**src/rtl/matmul_feed_ctrl_if.sv**
```systemverilog
`timescale 1ns/1ps
`default_nettype none
// ============================================================================
// Module   : matmul_feed_ctrl_if
// Brief    : Request/feed bundle between a host and matmul_feed_ctrl.
//            master = host side (start, matrices), slave = the sequencer.
//            abort_i exists only when MATMUL_FEED_CTRL_ABORT_EN is defined.
// Revision : 1.0 - initial release
// ============================================================================
interface matmul_feed_ctrl_if #(
    parameter int DATA_WIDTH = 8,
    parameter int BUS_WIDTH  = 32
);
    localparam int c_max_dim = BUS_WIDTH / DATA_WIDTH;
    localparam int c_mat_w   = c_max_dim * c_max_dim * DATA_WIDTH;

    logic                 start_i;
    logic [c_mat_w-1:0]   a_mat_i;
    logic [c_mat_w-1:0]   b_mat_i;
`ifdef MATMUL_FEED_CTRL_ABORT_EN
    logic                 abort_i;
`endif
    logic [BUS_WIDTH-1:0] a_vec_o;
    logic [BUS_WIDTH-1:0] b_vec_o;
    logic                 calc_clear_o;
    logic                 calc_start_o;
    logic                 busy_o;
    logic                 done_o;

    modport master (
`ifdef MATMUL_FEED_CTRL_ABORT_EN
        output abort_i,
`endif
        output start_i, a_mat_i, b_mat_i,
        input  a_vec_o, b_vec_o, calc_clear_o, calc_start_o, busy_o, done_o
    );

    modport slave (
`ifdef MATMUL_FEED_CTRL_ABORT_EN
        input  abort_i,
`endif
        input  start_i, a_mat_i, b_mat_i,
        output a_vec_o, b_vec_o, calc_clear_o, calc_start_o, busy_o, done_o
    );
endinterface
`default_nettype wire

```
**src/rtl/matmul_feed_ctrl.sv**
```systemverilog
`timescale 1ns/1ps
`default_nettype none
// ============================================================================
// Module   : matmul_feed_ctrl
// Brief    : Sequencer for the systolic matmul_calc datapath. Snapshots A/B on
//            start, feeds diagonally skewed A rows / B columns, appends zero
//            drain cycles, then pulses done. All outputs registered.
//            Optional abort input: define MATMUL_FEED_CTRL_ABORT_EN.
// Revision : 1.0 - initial release
// ============================================================================
module matmul_feed_ctrl #(
    parameter int DATA_WIDTH   = 8,
    parameter int BUS_WIDTH    = 32,
    parameter int DRAIN_CYCLES = BUS_WIDTH / DATA_WIDTH
) (
    input  wire logic         clk_i,
    input  wire logic         rst_i,
    matmul_feed_ctrl_if.slave bus
);
    localparam int c_max_dim      = BUS_WIDTH / DATA_WIDTH;
    localparam int c_mat_w        = c_max_dim * c_max_dim * DATA_WIDTH;
    localparam int c_array_length = 2 * c_max_dim - 1;
    localparam int c_t_w          = (c_array_length > 1) ? $clog2(c_array_length) : 1;
    localparam int c_d_w          = (DRAIN_CYCLES > 1) ? $clog2(DRAIN_CYCLES) : 1;

    localparam logic [c_t_w-1:0] c_t_last = c_t_w'(c_array_length - 1);
    localparam logic [c_t_w-1:0] c_t_one  = c_t_w'(1);
    localparam logic [c_d_w-1:0] c_d_last = c_d_w'(DRAIN_CYCLES - 1);
    localparam logic [c_d_w-1:0] c_d_one  = c_d_w'(1);

    typedef enum logic [2:0] {
        S_IDLE  = 3'd0,
        S_LOAD  = 3'd1,
        S_FEED  = 3'd2,
        S_DRAIN = 3'd3,
        S_DONE  = 3'd4
    } state_t;

    state_t               r_state;
    state_t               w_state_next;
    logic [c_t_w-1:0]     r_t;
    logic [c_t_w-1:0]     w_t_next;
    logic [c_d_w-1:0]     r_d;
    logic [c_d_w-1:0]     w_d_next;
    logic                 w_latch;
    logic [c_mat_w-1:0]   r_a_snap;
    logic [c_mat_w-1:0]   r_b_snap;
    logic [BUS_WIDTH-1:0] w_a_vec_next;
    logic [BUS_WIDTH-1:0] w_b_vec_next;
    logic [BUS_WIDTH-1:0] r_a_vec;
    logic [BUS_WIDTH-1:0] r_b_vec;
    logic                 r_clear;
    logic                 r_cstart;
    logic                 r_busy;
    logic                 r_done;

    // Next-state and counter sequencing; start is only honoured in IDLE/DONE.
    always_comb begin
        w_state_next = r_state;
        w_t_next     = r_t;
        w_d_next     = r_d;
        w_latch      = 1'b0;
        case (r_state)
            S_IDLE: begin
                if (bus.start_i) begin
                    w_latch      = 1'b1;
                    w_t_next     = '0;
                    w_state_next = S_LOAD;
                end
            end
            S_LOAD: begin
                w_t_next     = '0;
                w_state_next = S_FEED;
            end
            S_FEED: begin
                if (r_t == c_t_last) begin
                    w_d_next     = '0;
                    w_state_next = S_DRAIN;
                end else begin
                    w_t_next = r_t + c_t_one;
                end
            end
            S_DRAIN: begin
                if (r_d == c_d_last) begin
                    w_state_next = S_DONE;
                end else begin
                    w_d_next = r_d + c_d_one;
                end
            end
            S_DONE: begin
                if (bus.start_i) begin
                    w_latch      = 1'b1;
                    w_t_next     = '0;
                    w_state_next = S_LOAD;
                end else begin
                    w_state_next = S_IDLE;
                end
            end
            default: begin
                w_state_next = S_IDLE;
            end
        endcase
`ifdef MATMUL_FEED_CTRL_ABORT_EN
        // Abort wins over everything while a sequence is in flight.
        if (bus.abort_i &&
            ((r_state == S_LOAD) || (r_state == S_FEED) || (r_state == S_DRAIN))) begin
            w_state_next = S_IDLE;
            w_t_next     = '0;
            w_d_next     = '0;
            w_latch      = 1'b0;
        end
`endif
    end

    // Skewed vectors for the upcoming FEED step: element (r,c) enters on step r+c,
    // on A lane r and B lane c; anything outside the diagonal band stays zero.
    always_comb begin
        w_a_vec_next = '0;
        w_b_vec_next = '0;
        if (w_state_next == S_FEED) begin
            for (int r = 0; r < c_max_dim; r++) begin
                for (int c = 0; c < c_max_dim; c++) begin
                    if (int'(w_t_next) == r + c) begin
                        w_a_vec_next[r*DATA_WIDTH +: DATA_WIDTH] =
                            r_a_snap[(r*c_max_dim + c)*DATA_WIDTH +: DATA_WIDTH];
                        w_b_vec_next[c*DATA_WIDTH +: DATA_WIDTH] =
                            r_b_snap[(r*c_max_dim + c)*DATA_WIDTH +: DATA_WIDTH];
                    end
                end
            end
        end
    end

    // State, step counters and matrix snapshot.
    always_ff @(posedge clk_i or posedge rst_i) begin
        if (rst_i) begin
            r_state  <= S_IDLE;
            r_t      <= '0;
            r_d      <= '0;
            r_a_snap <= '0;
            r_b_snap <= '0;
        end else begin
            r_state <= w_state_next;
            r_t     <= w_t_next;
            r_d     <= w_d_next;
            if (w_latch) begin
                r_a_snap <= bus.a_mat_i;
                r_b_snap <= bus.b_mat_i;
            end
        end
    end

    // Registered outputs, decoded from the state being entered.
    always_ff @(posedge clk_i or posedge rst_i) begin
        if (rst_i) begin
            r_a_vec  <= '0;
            r_b_vec  <= '0;
            r_clear  <= 1'b0;
            r_cstart <= 1'b0;
            r_busy   <= 1'b0;
            r_done   <= 1'b0;
        end else begin
            r_a_vec  <= w_a_vec_next;
            r_b_vec  <= w_b_vec_next;
            r_clear  <= (w_state_next == S_LOAD);
            r_cstart <= (w_state_next == S_FEED) || (w_state_next == S_DRAIN) ||
                        (w_state_next == S_DONE);
            r_busy   <= (w_state_next == S_LOAD) || (w_state_next == S_FEED) ||
                        (w_state_next == S_DRAIN);
            r_done   <= (w_state_next == S_DONE);
        end
    end

    assign bus.a_vec_o      = r_a_vec;
    assign bus.b_vec_o      = r_b_vec;
    assign bus.calc_clear_o = r_clear;
    assign bus.calc_start_o = r_cstart;
    assign bus.busy_o       = r_busy;
    assign bus.done_o       = r_done;

endmodule
`default_nettype wire

```
**src/flat_wrapper.sv**
```systemverilog
// flat-port wrapper written by rule: the top's interface ports become plain ports
module matmul_feed_ctrl_flat 
#(
    parameter int DATA_WIDTH   = 8,
    parameter int BUS_WIDTH    = 32,
    parameter int DRAIN_CYCLES = BUS_WIDTH / DATA_WIDTH
)
  (clk_i, rst_i, bus_start_i, bus_a_mat_i, bus_b_mat_i, bus_a_vec_o, bus_b_vec_o, bus_calc_clear_o, bus_calc_start_o, bus_busy_o, bus_done_o);
  matmul_feed_ctrl_if #(.DATA_WIDTH(DATA_WIDTH), .BUS_WIDTH(BUS_WIDTH)) bus_i ();
  input  wire logic clk_i;
  input  wire logic rst_i;
  input wire logic [$bits(bus_i.start_i)-1:0] bus_start_i;
  input wire logic [$bits(bus_i.a_mat_i)-1:0] bus_a_mat_i;
  input wire logic [$bits(bus_i.b_mat_i)-1:0] bus_b_mat_i;
  output wire logic [$bits(bus_i.a_vec_o)-1:0] bus_a_vec_o;
  output wire logic [$bits(bus_i.b_vec_o)-1:0] bus_b_vec_o;
  output wire logic [$bits(bus_i.calc_clear_o)-1:0] bus_calc_clear_o;
  output wire logic [$bits(bus_i.calc_start_o)-1:0] bus_calc_start_o;
  output wire logic [$bits(bus_i.busy_o)-1:0] bus_busy_o;
  output wire logic [$bits(bus_i.done_o)-1:0] bus_done_o;
  assign bus_i.start_i = bus_start_i;
  assign bus_i.a_mat_i = bus_a_mat_i;
  assign bus_i.b_mat_i = bus_b_mat_i;
  assign bus_a_vec_o = bus_i.a_vec_o;
  assign bus_b_vec_o = bus_i.b_vec_o;
  assign bus_calc_clear_o = bus_i.calc_clear_o;
  assign bus_calc_start_o = bus_i.calc_start_o;
  assign bus_busy_o = bus_i.busy_o;
  assign bus_done_o = bus_i.done_o;
  matmul_feed_ctrl #(.DATA_WIDTH(DATA_WIDTH), .BUS_WIDTH(BUS_WIDTH), .DRAIN_CYCLES(DRAIN_CYCLES)) u_core (.clk_i(clk_i), .rst_i(rst_i), .bus(bus_i));
endmodule
```
**config.mk**
```make
export PLATFORM = sky130hd
export DESIGN_NAME = matmul_feed_ctrl_flat
export DESIGN_NICKNAME = d
export VERILOG_FILES = /design/src/rtl/matmul_feed_ctrl_if.sv /design/src/rtl/matmul_feed_ctrl.sv /design/src/flat_wrapper.sv
export SDC_FILE = /design/constraint.sdc
export NUM_CORES = 1
export LEC_CHECK = 0
export CORE_MARGIN = 8
export CORE_UTILIZATION = 54
export CTS_BUF_LIST = sky130_fd_sc_hd__clkbuf_16
export CTS_CLUSTER_DIAMETER = 150
export DETAILED_ROUTE_END_ITERATION = 6
export PLACE_DENSITY = 0.84
export SLEW_MARGIN = 20
export SYNTH_ARGS = -nofsm -noshare
export SYNTH_HDL_FRONTEND = slang
export SYNTH_SLANG_ARGS = --single-unit
```
**constraint.sdc**
```tcl
create_clock -name clk_i -period 25.1 [get_ports clk_i]
set_input_delay 5.02 -clock clk_i [delete_from_list [all_inputs] [get_ports clk_i]]
set_output_delay 5.02 -clock clk_i [all_outputs]
set_load 0.01 [all_outputs]
```
; Yosys cells after proc, flatten, opt, wreduce, memory -nomap -nowiden
; Index checks and enable logic that the tools add are counted.
[totals]
inputBits = 259
out_inout_bits = 68
reg_bits = 332
elab_cells = 87
[classes]
addsub = 2
n_mux = 47
n_reduce_logical = 9
n_eq_ne = 18
[ops]
columns = cell, count
row1 = $mux W8, 32
row2 = $mux W32, 2
row3 = $eq A3 B3 Y1 const B, 7
row4 = $eq A3 B2 Y1 const B, 6
row5 = $mux W3, 5
row6 = $pmux W3 S5, 1
row7 = $pmux W3 S3, 1
row8 = $eq A3 B1 Y1 const B, 2
row9 = $logic_not A3 Y1, 2
row10 = $logic_or A1 B1 Y1, 4
row11 = $mux W2, 2
row12 = $pmux W2 S2, 1
row13 = $add A3 B1 Y3 const B, 1
row14 = $mux W1, 3
row15 = $reduce_and A3 Y1, 1
row16 = $add A2 B1 Y2 const B, 1
row17 = $eq A2 B2 Y1 const B, 1
row18 = $ne A2 B1 Y1 const B, 1
row19 = $ne A2 B2 Y1 const B, 1
row20 = $reduce_bool A2 Y1, 1
row21 = $reduce_or A2 Y1, 1

; Logic depth before layout (Yosys ltp)
; Gate-level depths: netlist (run 1).
[depth]
ltp_word = 9
mapped_depth = 11
depth_no_buf = 9

; Worst setup path after synthesis (run 1)
; OpenSTA, ideal clock, no wires.
[synth_timing]
path_kind = input -> register
start = input bus_start_i
end = register u_core.r_a_vec[28] (netlist: u_core.bus.a_vec_o[28])
required_ns = 24.976
stages = 9
arrival_ns = 6.386
setup_time_ns = 0.124
path_buffers = 3
slack_ns = 18.590
path_cell_list = nor2_1 -> o311a_4 -> or2_4 -> buf_6 -> and3_1 -> buf_6 -> buf_8 -> a221oi_2 -> nor2_1
[synth_between]
elab_chain_cells = 8
elab_cells_between_ends = 15
classes_between = 5 x eq/ne / 10 x mux
[synth_rtl]
columns = element, line
row1 = start: declaration, flat_wrapper.sv:12  ; input wire logic [$bits(bus_i.start_i)-1:0] bus_start_i;
row2 = $mux W3, "matmul_feed_ctrl.sv:65, matmul_feed_ctrl.sv:91"
row3 = $pmux W3 S3, matmul_feed_ctrl.sv:63  ; case (r_state)
row4 = $eq A3 B3 Y1, matmul_feed_ctrl.sv:123  ; if (int'(w_t_next) == r + c) begin
row5 = $mux W8 (4 in a row), matmul_feed_ctrl.sv:123
row6 = $mux W32 *, matmul_feed_ctrl.sv:120  ; if (w_state_next == S_FEED) begin
row7 = via u_core.w_a_vec_next[28], matmul_feed_ctrl.sv:48  ; logic [BUS_WIDTH-1:0] w_a_vec_next;
row8 = end signal: assignment, matmul_feed_ctrl.sv:163  ; r_a_vec <= w_a_vec_next;
row9 = end: declaration, matmul_feed_ctrl.sv:50  ; logic [BUS_WIDTH-1:0] r_a_vec;
; The timed path passes the listed nets; every way through them passes the cells marked *.
; A chain may end at the register's enable or synchronous reset.

; Final worst setup path (run 1)
[layout_timing]
start = input bus_start_i
end = register u_core.r_a_vec[27] (netlist: u_core.bus.a_vec_o[27])
; The elaborated chain is that of the path after synthesis.

==> results.toml, run 1 <==
[sta]
fin_crit_sh_pct = 33.8
drv_slew = 0
fin_tns_setup_ns = 0
period_needed_ns = 8.47
finalHoldViolations = 0
relSlewSlack_pct = 26.0
grt_setup_unrepaired = "no"
clock_skew_ns = 0.0132
finalSetupViolations = 0
worst_pin_slew_ns = 1.11
max_freq_mhz = 118

[pwr]
power.leakage_nw = 7.74
pwr_density_cell_mw_per_mm2 = 134
worst_ir_drop_vdd_v = 0.0000961
power_mw = 2.47

[finish]
final_util_pct = 73.2
drive_above_1_share_pct = 26.5
n_fill_cell = 1630
final_nets = 1582
seqCellArea_mm2 = 0.00831
multi_input_area_mm2 = 0.00515
synthToLayoutAreaGrowth_pct = 32.9

[logic_synthesis]
syn_area_mm2 = 0.0139
syn_inst = 1021
syn-mean-instance-area_um2 = 13.6
synth_ff_type = "dfrtp_1"
synth_edf_count = 0
synth_warnings = 0
seq_area_frac_synth_pct = 59.9
async_flop_share_pct = 100
synth_cell_types = 48
ys_seq_elements = 332
synth_nets = 1283

[grt]
grtUsageTotal_pct = 24.4
grt_pass1_wl_um = 60000
grt_antenna_before_repair = 5
gr-usage-met3_pct = 5.02
grt_pass1_vias = 10560
grt_overflow_total = 0
grt-busiest-layer = "met2"
use_met2_pct = 39.9
use_met1_pct = 31.9
grt_start_max_net_pins = 109

[setup_path]
regToRegEndpoint = "u_core.bus.a_vec_o[27]$_DFF_PP0_"
crit_path_max_incr_delay_ns = 0.66
reg2reg_depth = 8
cp_max_fo = 38
critPathBufInv = 3
crit_path_start_kind = "input pin"
cp.depth = 9
cp.required_ns = 25.52
crit_type = "input pin to flop"
cp_top_family = "buffers and inverters"
crit_start = "bus_start_i"
worst_ep_arrival_time_ns = 8.89
crit_end = "u_core.bus.a_vec_o[27]$_DFF_PP0_"
crit_slowest_cell = "a31oi_4"
setup.worst_path.end_class = "flop"
path_common_cell = "nor2_1"
rr_startpoint = "u_core.r_state[0]$_DFF_PP0_"
r2r_slack_ns = 20.94
path_cells = "clkdlybuf4s50_1, nor2_1, or3_4, a31oi_4, inv_2, nor3b_4, buf_4, a221oi_1, nor2_1"

[routing]
drc_errors = 0
wl_per_cell_um = 22.8
first_pass_iters = 5
drtIter0Drc = 672
via_per_inst = 5.74
routed_wl_um = 38300
vias = 9643
final_antenna_net_count = 0

[cts]
postCtsSetupRepairBufs = 0
clk-insertion-delay-late_ns = 0.50
cts_buffers = 36
clkSinkCount = 332
clk_pin_slew_worst_paths_ns = 0.06
htreeDepth = 2
cts_tree = "built"
cts_hold_buf = 0
cts_root_buffer = "clkbuf_16"
cts_resized = 0
cts_buffer_depth = 3

[outcome]
outcome = "finished clean"

[floorplan]
start_util_pct = 55.1
fp.coreArea_mm2 = 0.0252
num_rows = 58
ios = 327
fp.dieW_um = 176
die_area_mm2 = 0.0311
die_height_um = 176

[job]
maxCapViolCount = 0

[placed_design]
io_buffers = 326
gp_congestion = 0.801
dpl.hpwl_um = 25300

[hold_path]
hp-class = "flop to flop"
metal layers:
layer	wire length [um]	part of all wire [%]
met1	15700	41
met2	19100	50
met3	2350	6.1
met4	1130	3.0
met5	10	0.026
sequential cells by signal, indices dropped and copies added (netlist names):
register	count
u_core.r_a_snap	128
u_core.r_b_snap	128
u_core.bus.a_vec_o	32
u_core.bus.b_vec_o	32
u_core.r_state	3
u_core.r_t	3
u_core.r_d	2
u_core.bus.busy_o	1
u_core.bus.calc_clear_o	1
u_core.bus.calc_start_o	1
u_core.bus.done_o	1
report_power, final:
part | internal, mW | total, mW | switching, mW
sequential | 0.785 | 0.922 | 0.137
combinational | 0.497 | 1.03 | 0.534
clock | 0.309 | 0.517 | 0.208
cells in the final DEF (no fill, tap or decap), types with 5 or more instances in the layout:
master and n:
a21o_1 17, a21oi_1 48, a221oi_1 22, a221oi_2 10
a22o_1 18, a2bb2oi_1 16, buf_4 8, clkbuf_16 37
clkdlybuf4s50_1 326, clkinv_2 15, dfrtp_1 332, inv_1 5
mux2_2 256, nand2_1 57, nor2_1 22, nor3_1 18
o21ai_0 67, o22ai_1 16
kinds of logic after synthesis:
family / after synthesis / synth area share [%]
AOI/OAI and AO/OA: 222 / 11.1
adders and majority gates: 4 / 0.352
buffers and inverters: 79 / 3.08
DFF: 332 / 59.9
muxes: 258 / 20.9
and+or+nand+nor: 126 / 4.60
synth_stat cells (all sizes together), types with 17 or more instances:
cell type	number	area share (%)
buf	55	2.4
a21oi	48	1.7
o21ai	68	2.5
clkbuf	21	0.57
nor3	21	0.96
a21o	17	0.92
nor2	23	0.62
dfrtp	332	60
mux2	256	21
a221oi	32	2.5
a22o	18	1.1
nand2	58	1.6
cell type report:
cell class              instances  area share, %
well taps                     330           2.24
clock inverters                27           1.26
flip-flops and latches        332           45.1
diodes                          4         0.0543
repair buffers                337           18.3
clock buffers                  37           5.03
inverters                       3          0.102
multi-input cells             610           27.9
metrics by stage:
step | hold WS [ns] | instance area [um^2] | cells | setup WS, ns
final | 0.499 | 18400 | 1680 | 16.63
after global routing | 0.506 | 18400 | 1680 | 16.47
after detailed placement | 0.489 | 17200 | 1611 | 16.12
after global placement | 0.483 | 17200 | 1611 | 16.24
after floorplan | 0.475 | 13900 | 1021 | 10.88
after CTS | 0.504 | 18400 | 1675 | 16.65
how the worst min path moves through the flow:
stage                                                  end                        startpoint  slack [ns]  cells past startpoint
after CTS                 u_core.r_b_snap[124]$_DFFE_PP0P_  u_core.r_b_snap[124]$_DFFE_PP0P_        0.50                      1
after global placement    u_core.r_b_snap[123]$_DFFE_PP0P_  u_core.r_b_snap[123]$_DFFE_PP0P_        0.48                      1
after global routing       u_core.r_a_snap[91]$_DFFE_PP0P_   u_core.r_a_snap[91]$_DFFE_PP0P_        0.51                      1
after floorplan            u_core.r_a_snap[94]$_DFFE_PP0P_   u_core.r_a_snap[94]$_DFFE_PP0P_        0.48                      1
final                      u_core.r_a_snap[91]$_DFFE_PP0P_   u_core.r_a_snap[91]$_DFFE_PP0P_        0.50                      1
after detailed placement   u_core.r_b_snap[11]$_DFFE_PP0P_   u_core.r_b_snap[11]$_DFFE_PP0P_        0.49                      1
No activity file was read; power rests on OpenSTA's default activity.
==> run 2: changes to the inputs <==
--- a/config.mk
+++ b/config.mk
@@ -6,11 +6,11 @@
 export NUM_CORES = 1
 export LEC_CHECK = 0
 export CORE_MARGIN = 8
-export CORE_UTILIZATION = 54
+export CORE_UTILIZATION = 50
 export CTS_BUF_LIST = sky130_fd_sc_hd__clkbuf_16
 export CTS_CLUSTER_DIAMETER = 150
 export DETAILED_ROUTE_END_ITERATION = 6
-export PLACE_DENSITY = 0.84
+export PLACE_DENSITY = 0.78
 export SLEW_MARGIN = 20
 export SYNTH_ARGS = -nofsm -noshare
 export SYNTH_HDL_FRONTEND = slang
==> constraint.sdc (replaced) <==
create_clock -name clk_i -period 8.78 [get_ports clk_i]
set_input_delay 1.756 -clock clk_i [delete_from_list [all_inputs] [get_ports clk_i]]
set_output_delay 1.756 -clock clk_i [all_outputs]
set_load 0.01 [all_outputs]
==> run 2 against run 1 <==
Against the previous run:
- largest cell class unchanged
- register-to-register slack got worse by 16 ns
- final cell count is 3.1% higher
- total power rose to 2.9 times the previous value
- core utilization decreased by 5.7 points
- clock skew rose by 0.0062 ns
- non-clock buffer count increased by 2
- die area increased by 7.3%
- worst hold slack improved by 0.00073 ns
- routed wire length decreased by 1.3%
- sequential cell count unchanged
- sequential share of layout area is 0.38 points lower
- combinational power grew to 2.9 times the previous value
==> results.toml, run 2 (synthesis gave the netlist of run 1 again) <==
[outcome]
outcome = "finished clean"

[setup_path]
crit_type = "input pin to flop"
worst_ep_arrival_time_ns = 5.15
cp.required_ns = 9.19
crit_slowest_cell = "a31oi_4"
path_common_cell = "nor2_1"
setup.worst_path.end_class = "flop"
path_cells = "clkdlybuf4s50_1, nor2_1, or3_4, a31oi_4, inv_2, nor3b_4, buf_4, a221oi_1, nor2_1"
crit_path_max_incr_delay_ns = 0.71
crit_path_start_kind = "input pin"
reg2reg_depth = 8
r2r_slack_ns = 5.07
cp_max_fo = 43

[floorplan]
ios = 327
start_util_pct = 50.3
die_height_um = 183
num_rows = 61
fp.coreArea_mm2 = 0.0276
fp.dieW_um = 183
die_area_mm2 = 0.0333

[cts]
clk-insertion-delay-late_ns = 0.51
cts_resized = 0
htreeDepth = 2
clkSinkCount = 332
cts_tree = "built"
cts_root_buffer = "clkbuf_16"
postCtsSetupRepairBufs = 0
cts_hold_buf = 0
cts_buffers = 37
cts_buffer_depth = 3
clk_pin_slew_worst_paths_ns = 0.06

[finish]
final_cell_mix = "dfrtp_1 (332), clkdlybuf4s50_1 (326), mux2_2 (256)"
synthToLayoutAreaGrowth_pct = 34.0
largestRegisters = "u_core.r_a_snap: 128 flops, u_core.r_b_snap: 128 flops"
drive_above_1_share_pct = 26.1
n_fill_cell = 1984
final_nets = 1585
final_common_cell = "dfrtp_1"

[pwr]
pwr_density_cell_mw_per_mm2 = 383
power.leakage_nw = 7.78
worst_ir_drop_vdd_v = 0.000242
power_mw = 7.12

[job]
maxCapViolCount = 0

[routing]
final_antenna_net_count = 0
drtIter0Drc = 664
drc_errors = 0
routed_wl_um = 37900
wl_per_cell_um = 21.9
via_per_inst = 5.54
first_pass_iters = 5
vias = 9599

[placed_design]
dpl.hpwl_um = 25400
place_ws_ns = 3.53
io_buffers = 326
gp_congestion = 0.792

[sta]
period_needed_ns = 4.74
finalHoldViolations = 0
grt_setup_unrepaired = "no"
fin_crit_sh_pct = 54.0
setup_ws_ns = 4.04
drv_slew = 0
fin_tns_setup_ns = 0
relSlewSlack_pct = 28.0
worst_pin_slew_ns = 1.08
max_freq_mhz = 211
clock_skew_ns = 0.0194
finalSetupViolations = 0

[grt]
grt_overflow_total = 0
grt_pass1_vias = 10461
grt_pass1_wl_um = 59300
grtUsageTotal_pct = 22.5
grt_antenna_before_repair = 3
grt_start_max_net_pins = 121

[hold_path]
hp-class = "flop to flop"
whs_path_depth = 1
-- run 2: cell count changes in the layout (fill, tap and decap cells not counted), sizes merged --
| cell | before | now |
|---|---|---|
| clkinv | 17 | 11 |
| inv | 7 | 12 |
| buf | 11 | 13 |
| clkbuf | 37 | 39 |
| bufinv | 4 | 5 |
| clkinvlp | 2 | 3 |
| diode | 4 | 3 |
-- run 2: where the power goes --
group,internal (mW),switching [mW]
registers,2.24,0.380
logic,1.43,1.51
clock network,0.948,0.601
total,4.62,2.49
-- run 2: worst max-delay path: cells and delay by family --
family                 cells  cell delay (ns)
AOI/OAI and AO/OA          2             0.91
buffers and inverters      3             1.40
and+or+nand+nor            4             0.99
-- run 2: final timing paths --
kind	from	endpoint
setup / recovery	bus_start_i	u_core.bus.a_vec_o[24]$_DFF_PP0_
hold / removal	u_core.r_a_snap[55]$_DFFE_PP0P_	u_core.r_a_snap[55]$_DFFE_PP0P_
setup reg to reg	u_core.r_state[0]$_DFF_PP0_	u_core.bus.a_vec_o[24]$_DFF_PP0_
hold reg to reg	u_core.r_a_snap[55]$_DFFE_PP0P_	u_core.r_a_snap[55]$_DFFE_PP0P_
max in group asynchronous	rst_i	u_core.r_b_snap[72]$_DFFE_PP0P_
min in group asynchronous	rst_i	u_core.r_a_snap[108]$_DFFE_PP0P_
-- run 2: layout make-up --
| type | count | area (um^2) | share of cell area [%] |
|---|---|---|---|
| Tap cell | 378 | 473 | 2.55 |
| Inverter | 3 | 15.0 | 0.0808 |
| Multi-Input combinational cell | 610 | 5150 | 27.7 |
| Antenna cell | 3 | 7.51 | 0.0404 |
| Timing Repair Buffer | 339 | 3390 | 18.3 |
| Sequential cell | 332 | 8310 | 44.7 |
| Clock buffer | 39 | 976 | 5.25 |
| Clock inverter | 28 | 254 | 1.37 |
-- run 2: through the flow --
stage	instances	cell area, um^2	hold slack [ns]	utilization (%)
6_report	1732	18600	0.500	67.4
5_1_grt	1732	18600	0.506	67.4
3_5_place_dp	1662	17300	0.490	62.9
4_1_cts	1729	18600	0.502	67.4
2_1_floorplan	1021	13900	0.475	-
3_3_place_gp	1661	17300	0.483	62.8
-- run 2: per-layer routing --
layer / up-vias / share of wire [%] / track usage, %
met4: 0 / 2.9 / 8.59
met3: 74 / 6.3 / 5.27
met2: 325 / 49 / 36.6
met1: 4878 / 42 / 28.8
met5: - / 0 / 0
li1: 4322 / - / -
